### config.mk
export PLATFORM = sky130hd
export DESIGN_NAME = axi4_reg_slave_flat
export DESIGN_NICKNAME = d
export VERILOG_FILES = /design/src/rtl/axi4_reg_slave_pkg.sv /design/src/rtl/axi4_reg_slave_if.sv /design/src/rtl/axi4_burst_addr_gen.sv /design/src/rtl/axi4_reg_slave.sv /design/src/flat_wrapper.sv
export SDC_FILE = /design/constraint.sdc
export NUM_CORES = 1
export LEC_CHECK = 0
export ABC_AREA = 1
export CORE_AREA = 2 2 389 391
export CTS_BUF_LIST = sky130_fd_sc_hd__clkbuf_16
export DETAILED_ROUTE_END_ITERATION = 10
export DIE_AREA = 0 0 391 393
export GPL_TIMING_DRIVEN = 0
export PLACE_DENSITY = 0.44
export SYNTH_ARGS = -nofsm -noshare
export SYNTH_HDL_FRONTEND = slang
export SYNTH_HIERARCHICAL = 1
export SYNTH_SLANG_ARGS = --single-unit
### constraint.sdc
create_clock -name s_axi_aclk -period 5 [get_ports s_axi_aclk]
set_input_delay 1 -clock s_axi_aclk [delete_from_list [all_inputs] [get_ports s_axi_aclk]]
set_output_delay 1 -clock s_axi_aclk [all_outputs]
set_load 0.01 [all_outputs]
### src/rtl/axi4_reg_slave_pkg.sv
// axi_slave_pkg: response/burst encodings and FSM state types for the AXI4 register slave
package axi_slave_pkg;
   localparam logic [1:0] RESP_OKAY   = 2'b00;
   localparam logic [1:0] RESP_SLVERR = 2'b10;
   localparam logic [1:0] RESP_DECERR = 2'b11;
   localparam logic [1:0] BURST_FIXED = 2'b00;
   localparam logic [1:0] BURST_INCR  = 2'b01;
   localparam logic [1:0] BURST_WRAP  = 2'b10;
   typedef enum logic [1:0] {W_IDLE, W_DATA, W_RESP} wr_state_t;
   typedef enum logic {R_IDLE, R_DATA} rd_state_t;
endpackage

### src/rtl/axi4_reg_slave_if.sv
// axi4_reg_slave_if: AXI4 write/read channel bundle between initiator and register slave
interface axi4_reg_slave_if #(
   parameter int AXI_ADDR_WIDTH   = 32,
   parameter int AXI_DATA_WIDTH   = 128,
   parameter int AXI_ID_WIDTH     = 16,
   parameter int AXI_STROBE_WIDTH = AXI_DATA_WIDTH >> 3
);
   logic [AXI_ADDR_WIDTH-1:0]   awaddr;
   logic [AXI_ID_WIDTH-1:0]     awid;
   logic [7:0]                  awlen;
   logic [2:0]                  awsize;
   logic [1:0]                  awburst;
   logic [15:0]                 awuser;
   logic                        awvalid;
   logic                        awready;
   logic [AXI_DATA_WIDTH-1:0]   wdata;
   logic [AXI_STROBE_WIDTH-1:0] wstrb;
   logic                        wlast;
   logic                        wvalid;
   logic                        wready;
   logic [AXI_ID_WIDTH-1:0]     bid;
   logic [1:0]                  bresp;
   logic                        bvalid;
   logic                        bready;
   logic [AXI_ADDR_WIDTH-1:0]   araddr;
   logic [AXI_ID_WIDTH-1:0]     arid;
   logic [7:0]                  arlen;
   logic [2:0]                  arsize;
   logic [1:0]                  arburst;
   logic [15:0]                 aruser;
   logic                        arvalid;
   logic                        arready;
   logic [AXI_ID_WIDTH-1:0]     rid;
   logic [AXI_DATA_WIDTH-1:0]   rdata;
   logic [1:0]                  rresp;
   logic                        rlast;
   logic                        rvalid;
   logic                        rready;
   modport master (
      output awaddr, awid, awlen, awsize, awburst, awuser, awvalid, wdata, wstrb, wlast, wvalid, bready,
      output araddr, arid, arlen, arsize, arburst, aruser, arvalid, rready,
      input  awready, wready, bid, bresp, bvalid, arready, rid, rdata, rresp, rlast, rvalid
   );
   modport slave (
      input  awaddr, awid, awlen, awsize, awburst, awuser, awvalid, wdata, wstrb, wlast, wvalid, bready,
      input  araddr, arid, arlen, arsize, arburst, aruser, arvalid, rready,
      output awready, wready, bid, bresp, bvalid, arready, rid, rdata, rresp, rlast, rvalid
   );
endinterface

### src/rtl/axi4_burst_addr_gen.sv
// axi4_burst_addr_gen: next beat address and register-range decode for one AXI channel
module axi4_burst_addr_gen import axi_slave_pkg::*; #(
   parameter int ADDR_W   = 32,
   parameter int STROBE_W = 16,
   parameter int NUM_REGS = 4
) (
   input  logic [ADDR_W-1:0] addr,
   input  logic [1:0]        burst,
   output logic [ADDR_W-1:0] next_addr,
   output logic              in_range
);
   localparam int STROBE_LEN = $clog2(STROBE_W);
   localparam logic [ADDR_W-1:0] LIMIT = ADDR_W'(NUM_REGS) << STROBE_LEN;
   // WRAP and reserved bursts advance like INCR; only FIXED holds the address
   assign next_addr = (burst == BURST_FIXED) ? addr : addr + ADDR_W'(STROBE_W);
   assign in_range  = addr < LIMIT;
endmodule

### src/rtl/axi4_reg_slave.sv
// axi4_reg_slave: AXI4 responder over a bank of bus-width control registers, exposed in parallel
module axi4_reg_slave import axi_slave_pkg::*; #(
   parameter int AXI_ADDR_WIDTH   = 32,
   parameter int AXI_DATA_WIDTH   = 128,
   parameter int AXI_ID_WIDTH     = 16,
   parameter int AXI_STROBE_WIDTH = AXI_DATA_WIDTH >> 3,
   parameter int AXI_STROBE_LEN   = $clog2(AXI_STROBE_WIDTH),
   parameter int NUM_REGS         = 4
) (
   input  logic                               s_axi_aclk,
   input  logic                               s_axi_aresetn,
   axi4_reg_slave_if.slave                    s_axi,
   output logic [NUM_REGS*AXI_DATA_WIDTH-1:0] regs_o
);
   localparam int IDX_W = $clog2(NUM_REGS);
   logic [AXI_DATA_WIDTH-1:0] regs [NUM_REGS];
   wr_state_t w_state, w_next;
   rd_state_t r_state, r_next;
   logic [AXI_ADDR_WIDTH-1:0] waddr, raddr, w_nxt_addr, r_cur_addr, r_nxt_addr;
   logic [AXI_ID_WIDTH-1:0] w_id, r_id;
   logic [7:0] wlen, wcnt, rlen, rcnt;
   logic [1:0] r_cur_burst, rburst, wburst;
   logic w_inr, r_inr, w_dec, w_slv, w_dec_now, w_slv_now;
   logic aw_hs, w_beat, w_last, ar_hs, r_hs;
   logic [IDX_W-1:0] widx, ridx;
   assign aw_hs       = s_axi.awvalid && s_axi.awready;
   assign w_beat      = s_axi.wvalid && s_axi.wready;
   assign w_last      = wcnt == wlen;
   assign ar_hs       = s_axi.arvalid && s_axi.arready;
   assign r_hs        = s_axi.rvalid && s_axi.rready;
   assign r_cur_addr  = (r_state == R_IDLE) ? s_axi.araddr : raddr;
   assign r_cur_burst = (r_state == R_IDLE) ? s_axi.arburst : rburst;
   assign widx        = waddr[AXI_STROBE_LEN +: IDX_W];
   assign ridx        = r_cur_addr[AXI_STROBE_LEN +: IDX_W];
   assign w_dec_now   = w_dec || !w_inr;
   assign w_slv_now   = w_slv || (s_axi.wlast != w_last);
   assign s_axi.bid   = w_id;
   assign s_axi.rid   = r_id;
   axi4_burst_addr_gen #(.ADDR_W(AXI_ADDR_WIDTH), .STROBE_W(AXI_STROBE_WIDTH), .NUM_REGS(NUM_REGS)) u_wgen (
      .addr(waddr), .burst(wburst), .next_addr(w_nxt_addr), .in_range(w_inr)
   );
   axi4_burst_addr_gen #(.ADDR_W(AXI_ADDR_WIDTH), .STROBE_W(AXI_STROBE_WIDTH), .NUM_REGS(NUM_REGS)) u_rgen (
      .addr(r_cur_addr), .burst(r_cur_burst), .next_addr(r_nxt_addr), .in_range(r_inr)
   );
   always_ff @(posedge s_axi_aclk or negedge s_axi_aresetn)
      if (!s_axi_aresetn) begin
         w_state <= W_IDLE;
         r_state <= R_IDLE;
      end else begin
         w_state <= w_next;
         r_state <= r_next;
      end
   always_comb begin
      w_next = (w_state == W_IDLE && aw_hs) ? W_DATA :
               (w_state == W_DATA && w_beat && w_last) ? W_RESP :
               (w_state == W_RESP && s_axi.bready) ? W_IDLE : w_state;
      r_next = (r_state == R_IDLE && ar_hs) ? R_DATA :
               (r_state == R_DATA && r_hs && s_axi.rlast) ? R_IDLE : r_state;
   end
   always_comb begin
      s_axi.wready = w_state == W_DATA;
      s_axi.bvalid = w_state == W_RESP;
      s_axi.rvalid = r_state == R_DATA;
   end
   // WRAP/reserved bursts seed the protocol-error flag at address time
   always_ff @(posedge s_axi_aclk or negedge s_axi_aresetn)
      if (!s_axi_aresetn) begin
         s_axi.awready <= 1'b0;
         s_axi.bresp   <= RESP_OKAY;
         waddr         <= '0;
         w_id          <= '0;
         wlen          <= '0;
         wburst        <= '0;
         wcnt          <= '0;
         w_dec         <= 1'b0;
         w_slv         <= 1'b0;
         for (int i = 0; i < NUM_REGS; i++) regs[i] <= '0;
      end else begin
         s_axi.awready <= w_state == W_IDLE && s_axi.awvalid && !s_axi.awready;
         if (aw_hs) begin
            waddr  <= s_axi.awaddr;
            w_id   <= s_axi.awid;
            wlen   <= s_axi.awlen;
            wburst <= s_axi.awburst;
            wcnt   <= '0;
            w_dec  <= 1'b0;
            w_slv  <= s_axi.awburst[1];
         end
         if (w_beat) begin
            waddr <= w_nxt_addr;
            wcnt  <= wcnt + 8'd1;
            w_dec <= w_dec_now;
            w_slv <= w_slv_now;
            if (w_last) s_axi.bresp <= w_dec_now ? RESP_DECERR : w_slv_now ? RESP_SLVERR : RESP_OKAY;
            for (int b = 0; b < AXI_STROBE_WIDTH; b++)
               if (w_inr && s_axi.wstrb[b]) regs[widx][b*8 +: 8] <= s_axi.wdata[b*8 +: 8];
         end
      end
   // beat 0 loads on the AR handshake; later beats load on each accepted non-last beat
   always_ff @(posedge s_axi_aclk or negedge s_axi_aresetn)
      if (!s_axi_aresetn) begin
         s_axi.arready <= 1'b0;
         s_axi.rdata   <= '0;
         s_axi.rresp   <= RESP_OKAY;
         s_axi.rlast   <= 1'b0;
         raddr         <= '0;
         r_id          <= '0;
         rlen          <= '0;
         rburst        <= '0;
         rcnt          <= '0;
      end else begin
         s_axi.arready <= r_state == R_IDLE && s_axi.arvalid && !s_axi.arready;
         if (ar_hs) begin
            r_id   <= s_axi.arid;
            rlen   <= s_axi.arlen;
            rburst <= s_axi.arburst;
         end
         if (ar_hs || (r_hs && !s_axi.rlast)) begin
            raddr       <= r_nxt_addr;
            rcnt        <= ar_hs ? 8'd1 : rcnt + 8'd1;
            s_axi.rdata <= r_inr ? regs[ridx] : '0;
            s_axi.rresp <= !r_inr ? RESP_DECERR : r_cur_burst[1] ? RESP_SLVERR : RESP_OKAY;
            s_axi.rlast <= ar_hs ? (s_axi.arlen == 8'd0) : (rcnt == rlen);
         end else if (r_hs) s_axi.rlast <= 1'b0;
      end
   for (genvar i = 0; i < NUM_REGS; i++) begin : g_out
      assign regs_o[i*AXI_DATA_WIDTH +: AXI_DATA_WIDTH] = regs[i];
   end
endmodule

### src/flat_wrapper.sv
// flat-port wrapper written by rule: the top's interface ports become plain ports
module axi4_reg_slave_flat import axi_slave_pkg::*;
#(
   parameter int AXI_ADDR_WIDTH   = 32,
   parameter int AXI_DATA_WIDTH   = 128,
   parameter int AXI_ID_WIDTH     = 16,
   parameter int AXI_STROBE_WIDTH = AXI_DATA_WIDTH >> 3,
   parameter int AXI_STROBE_LEN   = $clog2(AXI_STROBE_WIDTH),
   parameter int NUM_REGS         = 4
)
  (s_axi_aclk, s_axi_aresetn, regs_o, s_axi_awaddr, s_axi_awid, s_axi_awlen, s_axi_awsize, s_axi_awburst, s_axi_awuser, s_axi_awvalid, s_axi_wdata, s_axi_wstrb, s_axi_wlast, s_axi_wvalid, s_axi_bready, s_axi_araddr, s_axi_arid, s_axi_arlen, s_axi_arsize, s_axi_arburst, s_axi_aruser, s_axi_arvalid, s_axi_rready, s_axi_awready, s_axi_wready, s_axi_bid, s_axi_bresp, s_axi_bvalid, s_axi_arready, s_axi_rid, s_axi_rdata, s_axi_rresp, s_axi_rlast, s_axi_rvalid);
  axi4_reg_slave_if #(.AXI_ADDR_WIDTH(AXI_ADDR_WIDTH), .AXI_DATA_WIDTH(AXI_DATA_WIDTH), .AXI_ID_WIDTH(AXI_ID_WIDTH), .AXI_STROBE_WIDTH(AXI_STROBE_WIDTH)) s_axi_i ();
  input  logic s_axi_aclk;
  input  logic s_axi_aresetn;
  output logic [NUM_REGS*AXI_DATA_WIDTH-1:0] regs_o;
  input wire logic [$bits(s_axi_i.awaddr)-1:0] s_axi_awaddr;
  input wire logic [$bits(s_axi_i.awid)-1:0] s_axi_awid;
  input wire logic [$bits(s_axi_i.awlen)-1:0] s_axi_awlen;
  input wire logic [$bits(s_axi_i.awsize)-1:0] s_axi_awsize;
  input wire logic [$bits(s_axi_i.awburst)-1:0] s_axi_awburst;
  input wire logic [$bits(s_axi_i.awuser)-1:0] s_axi_awuser;
  input wire logic [$bits(s_axi_i.awvalid)-1:0] s_axi_awvalid;
  input wire logic [$bits(s_axi_i.wdata)-1:0] s_axi_wdata;
  input wire logic [$bits(s_axi_i.wstrb)-1:0] s_axi_wstrb;
  input wire logic [$bits(s_axi_i.wlast)-1:0] s_axi_wlast;
  input wire logic [$bits(s_axi_i.wvalid)-1:0] s_axi_wvalid;
  input wire logic [$bits(s_axi_i.bready)-1:0] s_axi_bready;
  input wire logic [$bits(s_axi_i.araddr)-1:0] s_axi_araddr;
  input wire logic [$bits(s_axi_i.arid)-1:0] s_axi_arid;
  input wire logic [$bits(s_axi_i.arlen)-1:0] s_axi_arlen;
  input wire logic [$bits(s_axi_i.arsize)-1:0] s_axi_arsize;
  input wire logic [$bits(s_axi_i.arburst)-1:0] s_axi_arburst;
  input wire logic [$bits(s_axi_i.aruser)-1:0] s_axi_aruser;
  input wire logic [$bits(s_axi_i.arvalid)-1:0] s_axi_arvalid;
  input wire logic [$bits(s_axi_i.rready)-1:0] s_axi_rready;
  output wire logic [$bits(s_axi_i.awready)-1:0] s_axi_awready;
  output wire logic [$bits(s_axi_i.wready)-1:0] s_axi_wready;
  output wire logic [$bits(s_axi_i.bid)-1:0] s_axi_bid;
  output wire logic [$bits(s_axi_i.bresp)-1:0] s_axi_bresp;
  output wire logic [$bits(s_axi_i.bvalid)-1:0] s_axi_bvalid;
  output wire logic [$bits(s_axi_i.arready)-1:0] s_axi_arready;
  output wire logic [$bits(s_axi_i.rid)-1:0] s_axi_rid;
  output wire logic [$bits(s_axi_i.rdata)-1:0] s_axi_rdata;
  output wire logic [$bits(s_axi_i.rresp)-1:0] s_axi_rresp;
  output wire logic [$bits(s_axi_i.rlast)-1:0] s_axi_rlast;
  output wire logic [$bits(s_axi_i.rvalid)-1:0] s_axi_rvalid;
  assign s_axi_i.awaddr = s_axi_awaddr;
  assign s_axi_i.awid = s_axi_awid;
  assign s_axi_i.awlen = s_axi_awlen;
  assign s_axi_i.awsize = s_axi_awsize;
  assign s_axi_i.awburst = s_axi_awburst;
  assign s_axi_i.awuser = s_axi_awuser;
  assign s_axi_i.awvalid = s_axi_awvalid;
  assign s_axi_i.wdata = s_axi_wdata;
  assign s_axi_i.wstrb = s_axi_wstrb;
  assign s_axi_i.wlast = s_axi_wlast;
  assign s_axi_i.wvalid = s_axi_wvalid;
  assign s_axi_i.bready = s_axi_bready;
  assign s_axi_i.araddr = s_axi_araddr;
  assign s_axi_i.arid = s_axi_arid;
  assign s_axi_i.arlen = s_axi_arlen;
  assign s_axi_i.arsize = s_axi_arsize;
  assign s_axi_i.arburst = s_axi_arburst;
  assign s_axi_i.aruser = s_axi_aruser;
  assign s_axi_i.arvalid = s_axi_arvalid;
  assign s_axi_i.rready = s_axi_rready;
  assign s_axi_awready = s_axi_i.awready;
  assign s_axi_wready = s_axi_i.wready;
  assign s_axi_bid = s_axi_i.bid;
  assign s_axi_bresp = s_axi_i.bresp;
  assign s_axi_bvalid = s_axi_i.bvalid;
  assign s_axi_arready = s_axi_i.arready;
  assign s_axi_rid = s_axi_i.rid;
  assign s_axi_rdata = s_axi_i.rdata;
  assign s_axi_rresp = s_axi_i.rresp;
  assign s_axi_rlast = s_axi_i.rlast;
  assign s_axi_rvalid = s_axi_i.rvalid;
  axi4_reg_slave #(.AXI_ADDR_WIDTH(AXI_ADDR_WIDTH), .AXI_DATA_WIDTH(AXI_DATA_WIDTH), .AXI_ID_WIDTH(AXI_ID_WIDTH), .AXI_STROBE_WIDTH(AXI_STROBE_WIDTH), .AXI_STROBE_LEN(AXI_STROBE_LEN), .NUM_REGS(NUM_REGS)) u_core (.s_axi_aclk(s_axi_aclk), .s_axi_aresetn(s_axi_aresetn), .s_axi(s_axi_i), .regs_o(regs_o));
endmodule
==> out/qor.yml <==
run_status:
  outcome: "complete, no violations"
finish:
  synthToLayoutAreaGrowth_pct: 42.9
  multiInputGateArea_um2: 14000
  nets: 5741
  drive_gt1_frac: 0.0634
  final_cells: 7463
  design_area_um2: 50700
  seq_area_um2: 19400
  fill_cells: 15900
power:
  peakVddDrop_mv: 0.246
  clock_power_share: 0.300
  swShare: 0.401
  p_comb_frac: 0.359
  power.internal_uw: 13800
  leakagePower_uw: 0.0224
  power_per_cell_area_nw_per_um2: 454
  seq_power_share: 0.340
  power.switching_uw: 9240
global_routing:
  grt_first_pass_wirelength_um: 266000
  first_global_vias: 34500
  grt_max_degree: 108
  grt.total_usage: 0.242
  antenna_found_initial: 31
  grt_overflow: 0
cts:
  clk_latency_ps: 710
  cts.reportedPaths.clkPinSlew_ps: 60
  root_buffer: "clkbuf_16"
  holdBufCountCts: 0
  numCtsBuffers: 97
  postCtsSetupRepairBufs: 0
  cts_sinks: 776
  cts.path.max_buffers: 3
  cts_tree: "built"
  ctsHtreeMaxLevel: 3
  cts-resized-gates: 0
min_path:
  hold_class: "in -> async"
detailed_routing:
  drt-pass1-iter-count: 5
  drt_wl_total_um: 191000
  drc_errors: 0
  via_per_inst: 4.68
  dr.first_iter.drc_count: 2699
  num_vias: 34900
  drt.antenna.violating_nets: 0
  wl_per_cell_um: 25.6
place:
  post-place-cells: 7276
  dp_hpwl_um: 147000
  detailedPlace.worstSlack_ps: 554
  dpl_cell_area_um2: 47600
  routabilityCongestion: 0.897
  portBuffers: 941
sta:
  worstMarginPinSlew_ps: 1160
  min_period_ps: 3940
  period_share: 0.787
  hold_viol: 0
  clock_skew_ps: 27.7
  slew_headroom: 0.223
  setup_slack_ps: 1060
  rsz0062_at_grt: "no"
  maxSlewViolCount: 0
  fmax_mhz: 254
  tns_ps: 0
  setup_violations: 0
floorplan:
  dieArea_um2: 154000
  num_rows: 142
  fp.dieH_um: 393
  ios: 988
  initial_utilization: 0.238
  coreArea_um2: 149000
  die_x_um: 391
synth:
  yosys_warnings: 6
  synthesis.nets: 4690
  postSynthAreaPerCell_um2: 8.10
  syn_inst: 4380
  synth_area_um2: 35500
setup_path:
  reg2reg_depth: 15
  worst-path-max-fanout: 10
  cp-start-kind: "register"
  path_cells: "buf_4, inv_2, clkbuf_1, o21ai_0, nor2_1, nand2_1, nor2_1, nand2_1, nor3_1, inv_1, nor2_1, buf_2, buf_2, nand3_1, nand2_1"
  worstSetupPathType: "reg -> reg"
  cp_data_required_time_ps: 5630
  cpPeakStageDelay_ps: 620
  end_kind: "register"
  crit_arrival_ps: 4570
  cp_slowest_cell: "buf_2"
job:
  maxCapViolCount: 0
## cell usage in the layout (no fill, tap or decap), types with 45 or more instances in the layout
cell type	n
inv_1	284
nand3_1	324
buf_2	128
clkdlybuf4s50_1	940
o21ai_0	545
nor2_1	74
nand2_1	1826
clkbuf_16	99
nand3b_1	134
clkbuf_1	82
o21ai_1	45
dfrtp_1	776
## per-stage QoR
| stage | power (uW) | utilization | hold WS (ps) |
|---|---|---|---|
| final | 23000 | 0.340 | 272 |
| after global routing | 24300 | 0.340 | 285 |
| after CTS | 23300 | 0.340 | 246 |
| after detailed placement | 16300 | 0.319 | 440 |
| after global placement | 16200 | 0.317 | 437 |
| after floorplan | 11800 | - | 453 |
## power groups by stage
stage                     Sequential, uW  Clock (uW)  Combinational [uW]
final                               7840        6920                8280
after global routing                7940        7370                8960
after CTS                           7830        7110                8370
after detailed placement            7930           0                8330
after global placement              7960           0                8230
after floorplan                     7950           0                3810
## registers in the layout, summed over array words and instances (netlist names), 2 cells and up
| register | count |
|---|---|
| u_core/s_axi.bid | 16 |
| u_core/regs_o | 512 |
| u_core/wlen | 8 |
| u_core/s_axi.bresp | 2 |
| u_core/rlen | 8 |
| u_core/s_axi.rid | 16 |
| u_core/s_axi.rdata | 128 |
| u_core/wcnt | 8 |
| u_core/raddr | 28 |
| u_core/waddr | 28 |
| u_core/rburst | 2 |
| u_core/rcnt | 8 |
| u_core/s_axi.rresp | 2 |
| u_core/wburst | 2 |
| u_core/w_state | 2 |
## worst max-delay path: cells and delay by family, from the launching register on
kind | cells | cell delay, ps
AND/OR/NAND/NOR | 8 | 1160
AO/OA/AOI/OAI | 1 | 370
buffers and inverters | 6 | 1920
flip-flops | 1 | 380
## final cells by class
type / instances / area share
flip-flops and latches: 776 / 0.383
multi-input cells: 3114 / 0.277
repair buffers: 952 / 0.191
clock buffers: 99 / 0.0489
well taps: 1944 / 0.0480
plain buffers: 221 / 0.0201
inverters: 269 / 0.0199
clock inverters: 78 / 0.0113
diodes: 10 / 0.000494
## worst paths after layout
| path | slack, ps | end | start |
|---|---|---|---|
| setup reg to reg | 1060 | u_core/s_axi.rdata[107]$_DFFE_PN0P_ | u_core/s_axi.rvalid$_DFFE_PN0P_ |
| hold reg to reg | 450 | u_core/s_axi.arready$_DFF_PN0_ | u_core/s_axi.arready$_DFF_PN0_ |
| hold / removal | 270 | u_core/s_axi.bid[3]$_DFFE_PN0N_ | s_axi_aresetn |
| min in group s_axi_aclk | 450 | u_core/s_axi.arready$_DFF_PN0_ | u_core/s_axi.arready$_DFF_PN0_ |
| max in group asynchronous | 2660 | u_core/regs_o[335]$_DFFE_PN0P_ | s_axi_aresetn |
| setup / recovery | 1060 | u_core/s_axi.rdata[107]$_DFFE_PN0P_ | u_core/s_axi.rvalid$_DFFE_PN0P_ |
## metal layers
metal / share of wire / track usage / up-vias
li1: - / - / 16200
met1: 0.42 / 0.317 / 17200
met2: 0.46 / 0.385 / 1218
met3: 0.077 / 0.0636 / 253
met4: 0.036 / 0.0855 / 18
met5: 0.00061 / 0 / -
Power figures use the tool's default switching activity.
